$ cat src/rtl/dcache_pkg.sv
// Shared types for the dcache memory scheduler.
// Channel FSM encoding and consumer-index width helper.
package dcache_pkg;

    typedef enum logic [2:0] {
        IDLE           = 3'b000,
        READ_WAITING   = 3'b010,
        WRITE_WAITING  = 3'b011,
        READ_RELAYING  = 3'b100,
        WRITE_RELAYING = 3'b101
    } ch_state_e;

    function automatic int cidx_bits(input int n);
        return (n > 1) ? $clog2(n) : 1;
    endfunction

    localparam int NUM_CONSUMERS_DEF = 8;
    localparam int CIDX_BITS = cidx_bits(NUM_CONSUMERS_DEF);

endpackage

$ cat src/rtl/dcache_mem_channel.sv
// One memory channel: latches a granted request, waits for memory,
// then relays the response until the consumer drops valid.
module dcache_mem_channel
    import dcache_pkg::*;
#(
    parameter int ADDR_BITS = 8,
    parameter int DATA_BITS = 8,
    parameter int CIDX_W    = 3
) (
    input  logic                 clk,
    input  logic                 reset,
    input  logic                 i_grant,
    input  logic                 i_grant_write,
    input  logic [CIDX_W-1:0]    i_grant_cidx,
    input  logic [ADDR_BITS-1:0] i_grant_addr,
    input  logic [DATA_BITS-1:0] i_grant_wdata,
    input  logic                 i_cons_read_valid,
    input  logic                 i_cons_write_valid,
    input  logic                 i_mem_read_ready,
    input  logic [DATA_BITS-1:0] i_mem_read_data,
    input  logic                 i_mem_write_ready,
    output ch_state_e            o_state,
    output logic [CIDX_W-1:0]    o_cidx,
    output logic [DATA_BITS-1:0] o_read_data,
    output logic                 o_release,
    output logic                 o_mem_read_valid,
    output logic [ADDR_BITS-1:0] o_mem_read_address,
    output logic                 o_mem_write_valid,
    output logic [ADDR_BITS-1:0] o_mem_write_address,
    output logic [DATA_BITS-1:0] o_mem_write_data
);

    ch_state_e            r_state;
    ch_state_e            w_state_next;
    logic                 w_release;
    logic [CIDX_W-1:0]    r_cidx;
    logic [ADDR_BITS-1:0] r_addr;
    logic [DATA_BITS-1:0] r_wdata;
    logic [DATA_BITS-1:0] r_rdata;

    always_ff @(posedge clk or posedge reset) begin
        if (reset) r_state <= IDLE;
        else       r_state <= w_state_next;
    end

    always_comb begin
        w_state_next = r_state;
        w_release    = 1'b0;
        unique case (r_state)
            IDLE: begin
                if (i_grant)
                    w_state_next = i_grant_write ? WRITE_WAITING : READ_WAITING;
            end
            READ_WAITING: begin
                if (i_mem_read_ready) w_state_next = READ_RELAYING;
            end
            WRITE_WAITING: begin
                if (i_mem_write_ready) w_state_next = WRITE_RELAYING;
            end
            READ_RELAYING: begin
                if (!i_cons_read_valid) begin
                    w_state_next = IDLE;
                    w_release    = 1'b1;
                end
            end
            WRITE_RELAYING: begin
                if (!i_cons_write_valid) begin
                    w_state_next = IDLE;
                    w_release    = 1'b1;
                end
            end
            default: w_state_next = IDLE;
        endcase
    end

    // Request fields are captured only at grant; later input changes are ignored.
    always_ff @(posedge clk or posedge reset) begin
        if (reset) begin
            r_cidx  <= '0;
            r_addr  <= '0;
            r_wdata <= '0;
            r_rdata <= '0;
        end else begin
            if (r_state == IDLE && i_grant) begin
                r_cidx  <= i_grant_cidx;
                r_addr  <= i_grant_addr;
                r_wdata <= i_grant_wdata;
            end
            if (r_state == READ_WAITING && i_mem_read_ready)
                r_rdata <= i_mem_read_data;
        end
    end

    assign o_state             = r_state;
    assign o_cidx              = r_cidx;
    assign o_read_data         = r_rdata;
    assign o_release           = w_release;
    assign o_mem_read_valid    = (r_state == READ_WAITING);
    assign o_mem_read_address  = r_addr;
    assign o_mem_write_valid   = (r_state == WRITE_WAITING);
    assign o_mem_write_address = r_addr;
    assign o_mem_write_data    = r_wdata;

endmodule

$ cat src/rtl/dcache_mem_scheduler.sv
// Shares a pool of memory channels among dcache miss requesters
// using a round-robin allocator over idle channels.
module dcache_mem_scheduler
    import dcache_pkg::*;
#(
    parameter int ADDR_BITS     = 8,
    parameter int DATA_BITS     = 8,
    parameter int NUM_CONSUMERS = 8,
    parameter int NUM_CHANNELS  = 2
) (
    input  logic                                     clk,
    input  logic                                     reset,
    input  logic [NUM_CONSUMERS-1:0]                 consumer_read_valid,
    input  logic [NUM_CONSUMERS-1:0][ADDR_BITS-1:0]  consumer_read_address,
    output logic [NUM_CONSUMERS-1:0]                 consumer_read_ready,
    output logic [NUM_CONSUMERS-1:0][DATA_BITS-1:0]  consumer_read_data,
    input  logic [NUM_CONSUMERS-1:0]                 consumer_write_valid,
    input  logic [NUM_CONSUMERS-1:0][ADDR_BITS-1:0]  consumer_write_address,
    input  logic [NUM_CONSUMERS-1:0][DATA_BITS-1:0]  consumer_write_data,
    output logic [NUM_CONSUMERS-1:0]                 consumer_write_ready,
    output logic [NUM_CHANNELS-1:0]                  mem_read_valid,
    output logic [NUM_CHANNELS-1:0][ADDR_BITS-1:0]   mem_read_address,
    input  logic [NUM_CHANNELS-1:0]                  mem_read_ready,
    input  logic [NUM_CHANNELS-1:0][DATA_BITS-1:0]   mem_read_data,
    output logic [NUM_CHANNELS-1:0]                  mem_write_valid,
    output logic [NUM_CHANNELS-1:0][ADDR_BITS-1:0]   mem_write_address,
    output logic [NUM_CHANNELS-1:0][DATA_BITS-1:0]   mem_write_data,
    input  logic [NUM_CHANNELS-1:0]                  mem_write_ready
);

    localparam int CW = cidx_bits(NUM_CONSUMERS);

    logic [CW-1:0]            r_rr_ptr;
    logic [NUM_CONSUMERS-1:0] r_claimed;

    ch_state_e            w_state      [NUM_CHANNELS];
    logic [CW-1:0]        w_cidx       [NUM_CHANNELS];
    logic [DATA_BITS-1:0] w_rdata      [NUM_CHANNELS];
    logic [CW-1:0]        w_grant_cidx [NUM_CHANNELS];
    logic [NUM_CHANNELS-1:0]  w_grant;
    logic [NUM_CHANNELS-1:0]  w_grant_write;
    logic [NUM_CHANNELS-1:0]  w_release;
    logic [NUM_CONSUMERS-1:0] w_pending;
    logic [NUM_CONSUMERS-1:0] w_grant_mask;
    logic [NUM_CONSUMERS-1:0] w_release_mask;
    logic [CW-1:0]            w_ptr_next;

    assign w_pending = (consumer_read_valid | consumer_write_valid) & ~r_claimed;

    // Channels are filled in index order; a taken consumer is masked out.
    always_comb begin
        logic [NUM_CONSUMERS-1:0] avail;
        logic [CW-1:0]            idx;
        logic                     found;
        avail        = w_pending;
        idx          = '0;
        found        = 1'b0;
        w_ptr_next   = r_rr_ptr;
        w_grant_mask = '0;
        for (int ch = 0; ch < NUM_CHANNELS; ch++) begin
            w_grant[ch]       = 1'b0;
            w_grant_write[ch] = 1'b0;
            w_grant_cidx[ch]  = '0;
            found             = 1'b0;
            if (w_state[ch] == IDLE) begin
                for (int k = 0; k < NUM_CONSUMERS; k++) begin
                    idx = CW'((int'(r_rr_ptr) + k) % NUM_CONSUMERS);
                    if (!found && avail[idx]) begin
                        found             = 1'b1;
                        w_grant[ch]       = 1'b1;
                        w_grant_cidx[ch]  = idx;
                        w_grant_write[ch] = !consumer_read_valid[idx];
                        avail[idx]        = 1'b0;
                        w_grant_mask[idx] = 1'b1;
                        w_ptr_next = CW'((int'(idx) + 1) % NUM_CONSUMERS);
                    end
                end
            end
        end
    end

    always_comb begin
        w_release_mask = '0;
        for (int ch = 0; ch < NUM_CHANNELS; ch++)
            if (w_release[ch]) w_release_mask[w_cidx[ch]] = 1'b1;
    end

    always_ff @(posedge clk or posedge reset) begin
        if (reset) begin
            r_rr_ptr  <= '0;
            r_claimed <= '0;
        end else begin
            r_claimed <= (r_claimed | w_grant_mask) & ~w_release_mask;
            if (|w_grant) r_rr_ptr <= w_ptr_next;
        end
    end

    for (genvar g = 0; g < NUM_CHANNELS; g++) begin : g_ch
        logic [CW-1:0] w_gc;
        assign w_gc = w_grant_cidx[g];
        dcache_mem_channel #(
            .ADDR_BITS (ADDR_BITS),
            .DATA_BITS (DATA_BITS),
            .CIDX_W    (CW)
        ) u_ch (
            .clk                 (clk),
            .reset               (reset),
            .i_grant             (w_grant[g]),
            .i_grant_write       (w_grant_write[g]),
            .i_grant_cidx        (w_gc),
            .i_grant_addr        (w_grant_write[g] ? consumer_write_address[w_gc]
                                                   : consumer_read_address[w_gc]),
            .i_grant_wdata       (consumer_write_data[w_gc]),
            .i_cons_read_valid   (consumer_read_valid[w_cidx[g]]),
            .i_cons_write_valid  (consumer_write_valid[w_cidx[g]]),
            .i_mem_read_ready    (mem_read_ready[g]),
            .i_mem_read_data     (mem_read_data[g]),
            .i_mem_write_ready   (mem_write_ready[g]),
            .o_state             (w_state[g]),
            .o_cidx              (w_cidx[g]),
            .o_read_data         (w_rdata[g]),
            .o_release           (w_release[g]),
            .o_mem_read_valid    (mem_read_valid[g]),
            .o_mem_read_address  (mem_read_address[g]),
            .o_mem_write_valid   (mem_write_valid[g]),
            .o_mem_write_address (mem_write_address[g]),
            .o_mem_write_data    (mem_write_data[g])
        );
    end

    always_comb begin
        consumer_read_ready  = '0;
        consumer_read_data   = '0;
        consumer_write_ready = '0;
        for (int ch = 0; ch < NUM_CHANNELS; ch++) begin
            if (w_state[ch] == READ_RELAYING) begin
                consumer_read_ready[w_cidx[ch]] = 1'b1;
                consumer_read_data[w_cidx[ch]]  = w_rdata[ch];
            end
            if (w_state[ch] == WRITE_RELAYING)
                consumer_write_ready[w_cidx[ch]] = 1'b1;
        end
    end

endmodule

$ cat config.mk
export PLATFORM = sky130hd
export DESIGN_NAME = dcache_mem_scheduler
export DESIGN_NICKNAME = d
export VERILOG_FILES = /design/src/rtl/dcache_pkg.sv /design/src/rtl/dcache_mem_channel.sv /design/src/rtl/dcache_mem_scheduler.sv
export SDC_FILE = /design/constraint.sdc
export NUM_CORES = 1
export LEC_CHECK = 0
export ABC_AREA = 1
export ABC_CLOCK_PERIOD_IN_PS = 7010
export CORE_MARGIN = 3
export CORE_UTILIZATION = 61
export DETAILED_ROUTE_END_ITERATION = 8
export DONT_BUFFER_PORTS = 1
export GPL_TIMING_DRIVEN = 0
export HOLD_SLACK_MARGIN = 0.02
export PLACE_DENSITY = 0.81
export SYNTH_ARGS = -nofsm -noshare
export SYNTH_HDL_FRONTEND = slang
export SYNTH_HIERARCHICAL = 1
export SYNTH_SLANG_ARGS = --single-unit
$ cat constraint.sdc
create_clock -name clk -period 7.01 [get_ports clk]
set_clock_uncertainty 0.05 [all_clocks]
set_input_delay 0 -clock clk [delete_from_list [all_inputs] [get_ports clk]]
set_output_delay 0 -clock clk [all_outputs]
set_load 0.05 [all_outputs]
==> flow_metrics.py, run 1 <==
metrics = {
    "status": {
        "status": "stopped before the end",
        "stop_stage": "5_1_grt",
        "first-error": "[ERROR GRT-0232] Routing congestion too high. Check the congestion heatmap in the GUI.",
    },
    "logic_synthesis": {
        "synth_area_per_cell_um2": 5.57,
        "syn-num-nets": 2756,
        "syn-cell-area_um2": 14000,
        "async_flop_share_pct": 100,
        "synth_top_area_cell": "nand3_1",
        "synth_area_leaders": "nand3_1 (15%), nand2_1 (14%), dfrtp_1 (13%)",
        "ys_ff_latch": 71,
        "yosys_warnings": 6,
        "synth-seq-area-share_pct": 12.7,
        "netlist_instances": 2513,
        "synth_top_area_share_pct": 14.7,
        "synth.distinct_cells": 55,
        "synth-edff-count": 0,
        "ys.flop_type": "dfrtp_1",
    },
    "global_routing": {
        "grt_overflow": 2,
        "grt_max_degree": 31,
        "grt.total_usage_pct": 66.7,
    },
    "clock_tree": {
        "cts_sinks": 71,
        "cts_buffer_depth": 2,
        "htree_levels": 3,
        "cts_inserted_buffers": 9,
        "cts_root_buf": "clkbuf_16",
    },
    "die": {
        "io_pins": 362,
        "die_w_um": 157,
        "row_count": 54,
        "die_y_um": 157,
        "floorplan.initialDensity_pct": 63.1,
    },
    "place": {
        "place_ws_ns": -2.73,
        "dp_hpwl_mm": 55.6,
        "gp_congestion": 1.16,
        "io_buffers": 0,
        "dp_cells": 2794,
    },
}
[layer usage]
layer  global-route usage, %  GRT overflow
met1                    68.4             2
met2                    87.5             0
met5                    10.7             0
met4                    63.8             0
met3                    45.7             0
[timing repair]
item,in CTS
gates resized for setup,271
buffers inserted,73
pin swaps,105
hold buffers,54
endpoints found under the hold margin,99
gates cloned,13
setup endpoints to repair,49
[kinds of logic after synthesis]
logic type / Yosys count / share of synthesized area [%]
AOI/OAI and AO/OA: 593 / 24.6
xor gates and xnor gates: 2 / 0.125
adders and majority gates: 13 / 1.16
buffers and inverters: 579 / 18.1
DFF: 71 / 12.7
muxes: 8 / 0.573
and+or+nand+nor: 1247 / 42.7
[synthesized netlist by cell type (7+ instances only)]
library cell  instances
o31ai_1               8
o21ai_1              20
a31oi_1              14
o221ai_1             19
nand3b_1             27
nand2_2              46
buf_1                 7
inv_1               377
clkinv_1             13
dfrtp_1              71
o2111ai_1             7
buf_2                37
nor3_1               22
nand2_1             528
o21ai_2              20
a21oi_1             162
o22ai_1              43
nand2_4              14
inv_2                37
nor2_1              118
mux2i_1               8
clkbuf_1             52
buf_6                22
nand3_2              28
nor2_2                8
buf_4                26
ha_1                 13
a221oi_1              7
o211ai_1             37
nand3_1             410
nand4_1              26
o21ai_0             234
[metrics by stage]
step                instance area [um^2]  TNS (ns)
global placement                   14600    -87.08
CTS                                17300    -24.76
floorplan                          14200   -0.0731
detailed placement                 14600    -88.90
==> run 2: changes to the inputs <==
--- a/config.mk
+++ b/config.mk
@@ -6,14 +6,13 @@
 export NUM_CORES = 1
 export LEC_CHECK = 0
 export ABC_AREA = 1
-export ABC_CLOCK_PERIOD_IN_PS = 7010
+export ABC_CLOCK_PERIOD_IN_PS = 9100
 export CORE_MARGIN = 3
-export CORE_UTILIZATION = 61
+export CORE_UTILIZATION = 40
 export DETAILED_ROUTE_END_ITERATION = 8
 export DONT_BUFFER_PORTS = 1
 export GPL_TIMING_DRIVEN = 0
-export HOLD_SLACK_MARGIN = 0.02
-export PLACE_DENSITY = 0.81
+export PLACE_DENSITY_LB_ADDON = 0.15
 export SYNTH_ARGS = -nofsm -noshare
 export SYNTH_HDL_FRONTEND = slang
 export SYNTH_HIERARCHICAL = 1
==> constraint.sdc (replaced) <==
create_clock -name clk -period 9.1 [get_ports clk]
set_clock_uncertainty 0.05 [all_clocks]
set_input_delay 0 -clock clk [delete_from_list [all_inputs] [get_ports clk]]
set_output_delay 0 -clock clk [all_outputs]
set_load 0.05 [all_outputs]
==> run 2 against run 1 <==
The run now ends clean; synthesized area unchanged; synthesized cell count unchanged.
==> flow_metrics.py, run 2 <==
metrics = {
    "clock_tree": {
        "cts_buffer_depth": 2,
        "clk_pin_slew_worst_paths_ns": 0.06,
        "cts_tree": "yes",
        "clk_latency_ns": 0.34,
        "cts_sinks": 71,
        "htree_levels": 3,
        "cts_root_buf": "clkbuf_16",
        "cts_inserted_buffers": 9,
    },
    "logic_synthesis": {
        "yosysMostFrequentCell": "nand2_1",
        "synth-seq-area-share_pct": 12.7,
        "ys.flop_type": "dfrtp_1",
        "netlist_instances": 2513,
        "synthTopCellsByCount": "nand2_1 (528), nand3_1 (410), inv_1 (377)",
        "synth_top_area_cell": "nand3_1",
        "synth.distinct_cells": 55,
        "syn-cell-area_um2": 14000,
        "synth-edff-count": 0,
        "yosys_warnings": 6,
        "synth_area_leaders": "nand3_1 (15%), nand2_1 (14%), dfrtp_1 (13%)",
        "synth_top_area_share_pct": 14.7,
        "syn-num-nets": 2756,
        "async_flop_share_pct": 100,
        "ys_ff_latch": 71,
        "synth_area_per_cell_um2": 5.57,
    },
    "global_routing": {
        "grt_pass1_wl_mm": 114,
        "grt_max_degree": 31,
        "grt.total_usage_pct": 40.6,
        "grt_overflow": 0,
        "first_global_vias": 17800,
        "antenna_found_initial": 1,
    },
    "setup_path": {
        "reg2regPathDepth": 65,
        "reg2reg_from": "r_rr_ptr[0]",
        "cpMostUsedCell": "nand3_1",
        "start_kind": "register",
        "arrival_ns": 9.09,
        "slowest_delay_ns": 0.65,
        "critPathRequiredTime_ns": 9.31,
        "worst_setup_path_end_kind": "register",
        "r2r_slack_ns": 0.23,
        "rr_endpoint": "g_ch[1].u_ch/o_mem_read_address[0]",
        "worst-setup-path-type": "reg -> reg",
        "cp_max_fo": 11,
        "crit_slowest_cell": "nor2_1",
    },
    "flow_run": {
        "cap_viol_max_count": 0,
    },
    "timing": {
        "min_period_ns": 8.87,
        "tightest_slew_ns": 1.21,
        "hold_violations": 0,
        "finalCritPeriodShare_pct": 97.5,
        "timing.fmax_mhz": 113,
        "finalSetupViolCount": 0,
        "maxSlewHeadroom_pct": 18.8,
        "slew_viol_final": 0,
        "whs_ns": 0.0209,
    },
    "hold_path": {
        "worst_hold_path.endpoint": "g_ch[1].u_ch/o_mem_write_data[5]",
        "hold_depth": 6,
        "worstHoldStart": "consumer_write_data[13]",
        "hold_class": "in -> reg",
    },
    "final_layout": {
        "seqCellArea_um2": 1780,
        "fillCellCount": 3703,
        "multi_input_comb_area_um2": 10500,
        "area_growth_pct": 20.4,
        "layout_commonest_cell": "nand2_1",
        "layout_common_cells": "nand2_1 (501), inv_1 (371), nand3_1 (349)",
        "final_nets": 2868,
        "final_layout_size_suffix_gt1_share_pct": 18.0,
        "fin_area_um2": 16800,
        "instances_no_fill": 3079,
    },
    "die": {
        "die_y_um": 193,
        "row_count": 67,
        "floorplan.initialDensity_pct": 41.1,
        "die-area_um2": 37200,
        "core_um2": 34000,
        "io_pins": 362,
        "die_w_um": 193,
    },
    "drt": {
        "routed_wl_mm": 80.4,
        "drc": 0,
        "wl_per_cell_um": 26.1,
        "viasPerCell": 6.29,
        "vias": 19400,
        "final_antenna_net_count": 0,
        "drtIter0Drc": 2743,
        "firstDrtPassIters": 7,
    },
    "place": {
        "io_buffers": 0,
        "placed_cell_area_um2": 14600,
        "dp_cells": 2963,
        "gp_congestion": 1.05,
        "dp_hpwl_mm": 61.9,
    },
    "status": {
        "status": "complete, no violations",
    },
}
## run 2: cell families (layout without fill, tap and decap cells)
group / Yosys count / in the layout / share of synthesized area, %
XOR/XNOR: 2 / 2 / 0.125
flip-flops: 71 / 71 / 12.7
adder cells (fa/ha/maj): 13 / 13 / 1.16
buffers and inverters: 579 / 691 / 18.1
AO/OA/AOI/OAI: 593 / 593 / 24.6
AND/OR/NAND/NOR: 1247 / 1252 / 42.7
other: 0 / 1 / 0
multiplexers: 8 / 8 / 0.573
## run 2: worst max path at each step
stage | start | end | depth (start not counted)
final | r_rr_ptr[0] | g_ch[1].u_ch/o_mem_read_address[0] | 65
after CTS | r_rr_ptr[2] | g_ch[1].u_ch/o_mem_read_address[0] | 65
after global placement | r_rr_ptr[0] | g_ch[1].u_ch/o_mem_read_address[5] | 60
after detailed placement | r_rr_ptr[0] | g_ch[1].u_ch/o_mem_read_address[5] | 60
after global routing | r_rr_ptr[0] | g_ch[1].u_ch/o_mem_write_data[6] | 73
after floorplan | r_rr_ptr[0] | g_ch[1].u_ch/o_mem_read_address[5] | 65
## run 2: metal layers
layer  share of wire [%]  GRT usage (%)  vias to the layer above
li1                    -              -                     8615
met4                 7.0           22.4                        0
met5                   0              0                        -
met1                  37           51.9                     8954
met2                  44           64.2                     1486
met3                  11           8.43                      327
## run 2: layout make-up
class	instances	share of cell area (%)
multi-input cells	1868	62.5
flip-flops and latches	71	10.6
inverters	430	9.86
plain buffers	149	6.80
repair buffers	96	5.33
well taps	448	3.33
clock buffers	11	1.38
clock inverters	5	0.208
diodes	1	0.0149
## run 2: stage by stage
step	worst slack (ns)	TNS, ns	util [%]
2_1_floorplan	1.69	0	-
3_3_place_gp	-1.92	-44.57	42.7
3_5_place_dp	-1.90	-43.69	42.9
4_1_cts	0.0348	0	45.9
5_1_grt	-0.135	-1.34	49.5
6_report	0.226	0	49.5
## run 2: what timing repair did
| item | CTS | global route |
|---|---|---|
| cloned | 2 | 7 |
| buffers inserted | 16 | 37 |
| setup endpoints to repair | 34 | 31 |
| hold buffers | 37 | 0 |
| pin swaps | 9 | 63 |
| endpoints found under the hold margin | 93 | 0 |
| gates resized for setup | 69 | 190 |
## run 2: critical path: cells and delay by family, from the launching register on
kind / cells / cell delay [ns]
DFF: 1 / 0.44
AOI/OAI and AO/OA: 2 / 0.28
buffers and inverters: 17 / 1.95
and+or+nand+nor: 45 / 5.67
adders and majority gates: 1 / 0.32
Power of run 2 is not shown: default switching activity piles up to over one toggle a cycle in this logic, so the estimate is an artifact.
==> run 3: changes to the inputs <==
--- a/config.mk
+++ b/config.mk
@@ -7,6 +7,7 @@
 export LEC_CHECK = 0
 export ABC_AREA = 1
 export ABC_CLOCK_PERIOD_IN_PS = 9100
+export CORE_ASPECT_RATIO = 1.4
 export CORE_MARGIN = 3
 export CORE_UTILIZATION = 40
 export DETAILED_ROUTE_END_ITERATION = 8
==> run 3 against run 2 <==
The run now ends with negative setup slack left; die area hardly changed; count of clock-buffer cells in the layout is 2 lower; worst hold slack got worse by 0.017 ns; design area grew 1.4%; non-clock buffer count grew 22; wire length grew 8.3%; flip-flop and latch count unchanged; worst setup slack got worse by 0.25 ns; critical path depth fell by 11; critical path type unchanged.
==> flow_metrics.py, run 3 (same netlist as run 2, synthesis figures left out) <==
metrics = {
    "drt": {
        "firstDrtPassIters": 9,
        "wl_per_cell_um": 28.1,
        "viasPerCell": 6.44,
        "final_antenna_net_count": 0,
        "routed_wl_mm": 87.0,
        "drc": 0,
        "vias": 20000,
        "drtIter0Drc": 2293,
    },
    "final_layout": {
        "layout_commonest_cell": "nand2_1",
        "instances_no_fill": 3100,
        "final_layout_size_suffix_gt1_share_pct": 19.1,
        "area_growth_pct": 22.1,
        "fillCellCount": 3767,
        "final_nets": 2887,
        "layout_common_cells": "nand2_1 (496), inv_1 (370), nand3_1 (336)",
        "post-route-util_pct": 49.7,
        "n_antenna_cell": 0,
    },
    "flow_run": {
        "cap_viol_max_count": 0,
    },
    "setup_path": {
        "start_kind": "register",
        "slowest_delay_ns": 1.17,
        "setup.worst_path.start": "r_rr_ptr[1]",
        "arrival_ns": 9.32,
        "critPathCapture": "g_ch[1].u_ch/o_mem_read_address[0]",
        "reg2regPathDepth": 54,
        "crit_slowest_cell": "nor2_1",
        "worst_setup_path_end_kind": "register",
        "r2r_slack_ns": -0.02,
        "reg2reg_from": "r_rr_ptr[1]",
        "critPathRequiredTime_ns": 9.30,
        "cp_max_fo": 15,
        "rr_endpoint": "g_ch[1].u_ch/o_mem_read_address[0]",
        "cpMostUsedCell": "nand3_2",
        "worst-setup-path-type": "reg -> reg",
    },
    "global_routing": {
        "first_global_vias": 18800,
        "grt_pass1_wl_mm": 122,
        "grt_overflow": 0,
        "antenna_found_initial": 3,
        "grt_max_degree": 31,
        "grt.total_usage_pct": 44.3,
    },
    "clock_tree": {
        "htree_levels": 3,
        "cts_buffer_depth": 2,
        "cts_inserted_buffers": 9,
        "cts_root_buf": "clkbuf_16",
        "clk_pin_slew_worst_paths_ns": 0.07,
        "cts_tree": "yes",
        "cts_sinks": 71,
        "clk_latency_ns": 0.34,
    },
    "die": {
        "die_w_um": 164,
        "row_count": 80,
        "die-area_um2": 37300,
        "io_pins": 362,
        "core_um2": 34300,
        "floorplan.initialDensity_pct": 40.7,
        "die_y_um": 227,
    },
    "status": {
        "violations": "negative setup slack",
        "status": "complete, but fails checks",
    },
    "timing": {
        "setup_tns_ns": -0.0219,
        "hold_violations": 0,
        "tightest_slew_ns": 1.41,
        "maxSlewHeadroom_pct": 5.42,
        "min_period_ns": 9.12,
        "finalCritPeriodShare_pct": 100,
        "timing.fmax_mhz": 110,
        "whs_ns": 0.00402,
        "setup_ws_ns": -0.0200,
        "slew_viol_final": 0,
        "finalSetupViolCount": 3,
    },
    "place": {
        "dp_hpwl_mm": 67.6,
        "io_buffers": 0,
        "gp_congestion": 1.11,
        "dp_cells": 2966,
    },
    "hold_path": {
        "hold_class": "in -> reg",
    },
}
==> run 3: stage by stage <==
stage / setup WS (ns) / area (um^2)
after floorplan: 1.69 / 14000
after global placement: -2.06 / 14600
after detailed placement: -1.91 / 14600
after CTS: 0.00512 / 15800
after global routing: -0.156 / 17100
final: -0.0200 / 17100
==> run 3: repair_timing <==
item	4_1_cts	5_1_grt
pin swaps	13	68
hold endpoints to repair	97	0
setup endpoints to repair	33	31
hold buffers	42	0
setup buffers	26	46
gates cloned	1	2
gates resized for setup	77	215
==> run 3: routing by layer <==
| metal | GRT usage [%] | part of all wire, % | routed length (um) |
|---|---|---|---|
| met5 | 0 | 0.031 | 27 |
| met4 | 41.6 | 12 | 10800 |
| met3 | 11.6 | 10 | 8920 |
| met2 | 71.8 | 45 | 39400 |
| met1 | 46.4 | 32 | 27900 |
==> run 3: final cells by class <==
cell class	instances	area [um^2]	area share, %
repair buffers	118	1050	6.13
multi-input cells	1865	10600	62.0
plain buffers	149	1150	6.71
flip-flops and latches	71	1780	10.4
well taps	451	564	3.30
clock inverters	7	62.6	0.366
inverters	430	1660	9.72
clock buffers	9	225	1.32
==> run 3: worst min-delay path by stage <==
stage | from | endpoint | slack (ns) | depth (start not counted)
after floorplan | reset | r_claimed[0] | -0.20 | 1
after CTS | consumer_write_data[12] | g_ch[1].u_ch/o_mem_write_data[4] | 0.0003 | 6
after global routing | mem_read_ready[0] | g_ch[0].u_ch/o_read_data[2] | 0.01 | 3
after detailed placement | reset | r_claimed[4] | -0.1 | 1
after global placement | reset | r_claimed[4] | -0.1 | 1
final | mem_read_ready[0] | g_ch[0].u_ch/o_read_data[2] | 0.004 | 3
==> run 3: worst max-delay path, delay by kind of cell, from the launching register on <==
kind,cells,cell delay (ns)
buffers and inverters,12,2.04
flip-flops,1,0.46
adder cells (fa/ha/maj),1,0.17
AO/OA/AOI/OAI,2,0.29
AND/OR/NAND/NOR,39,5.97
Power of run 3 is left out for the same reason.
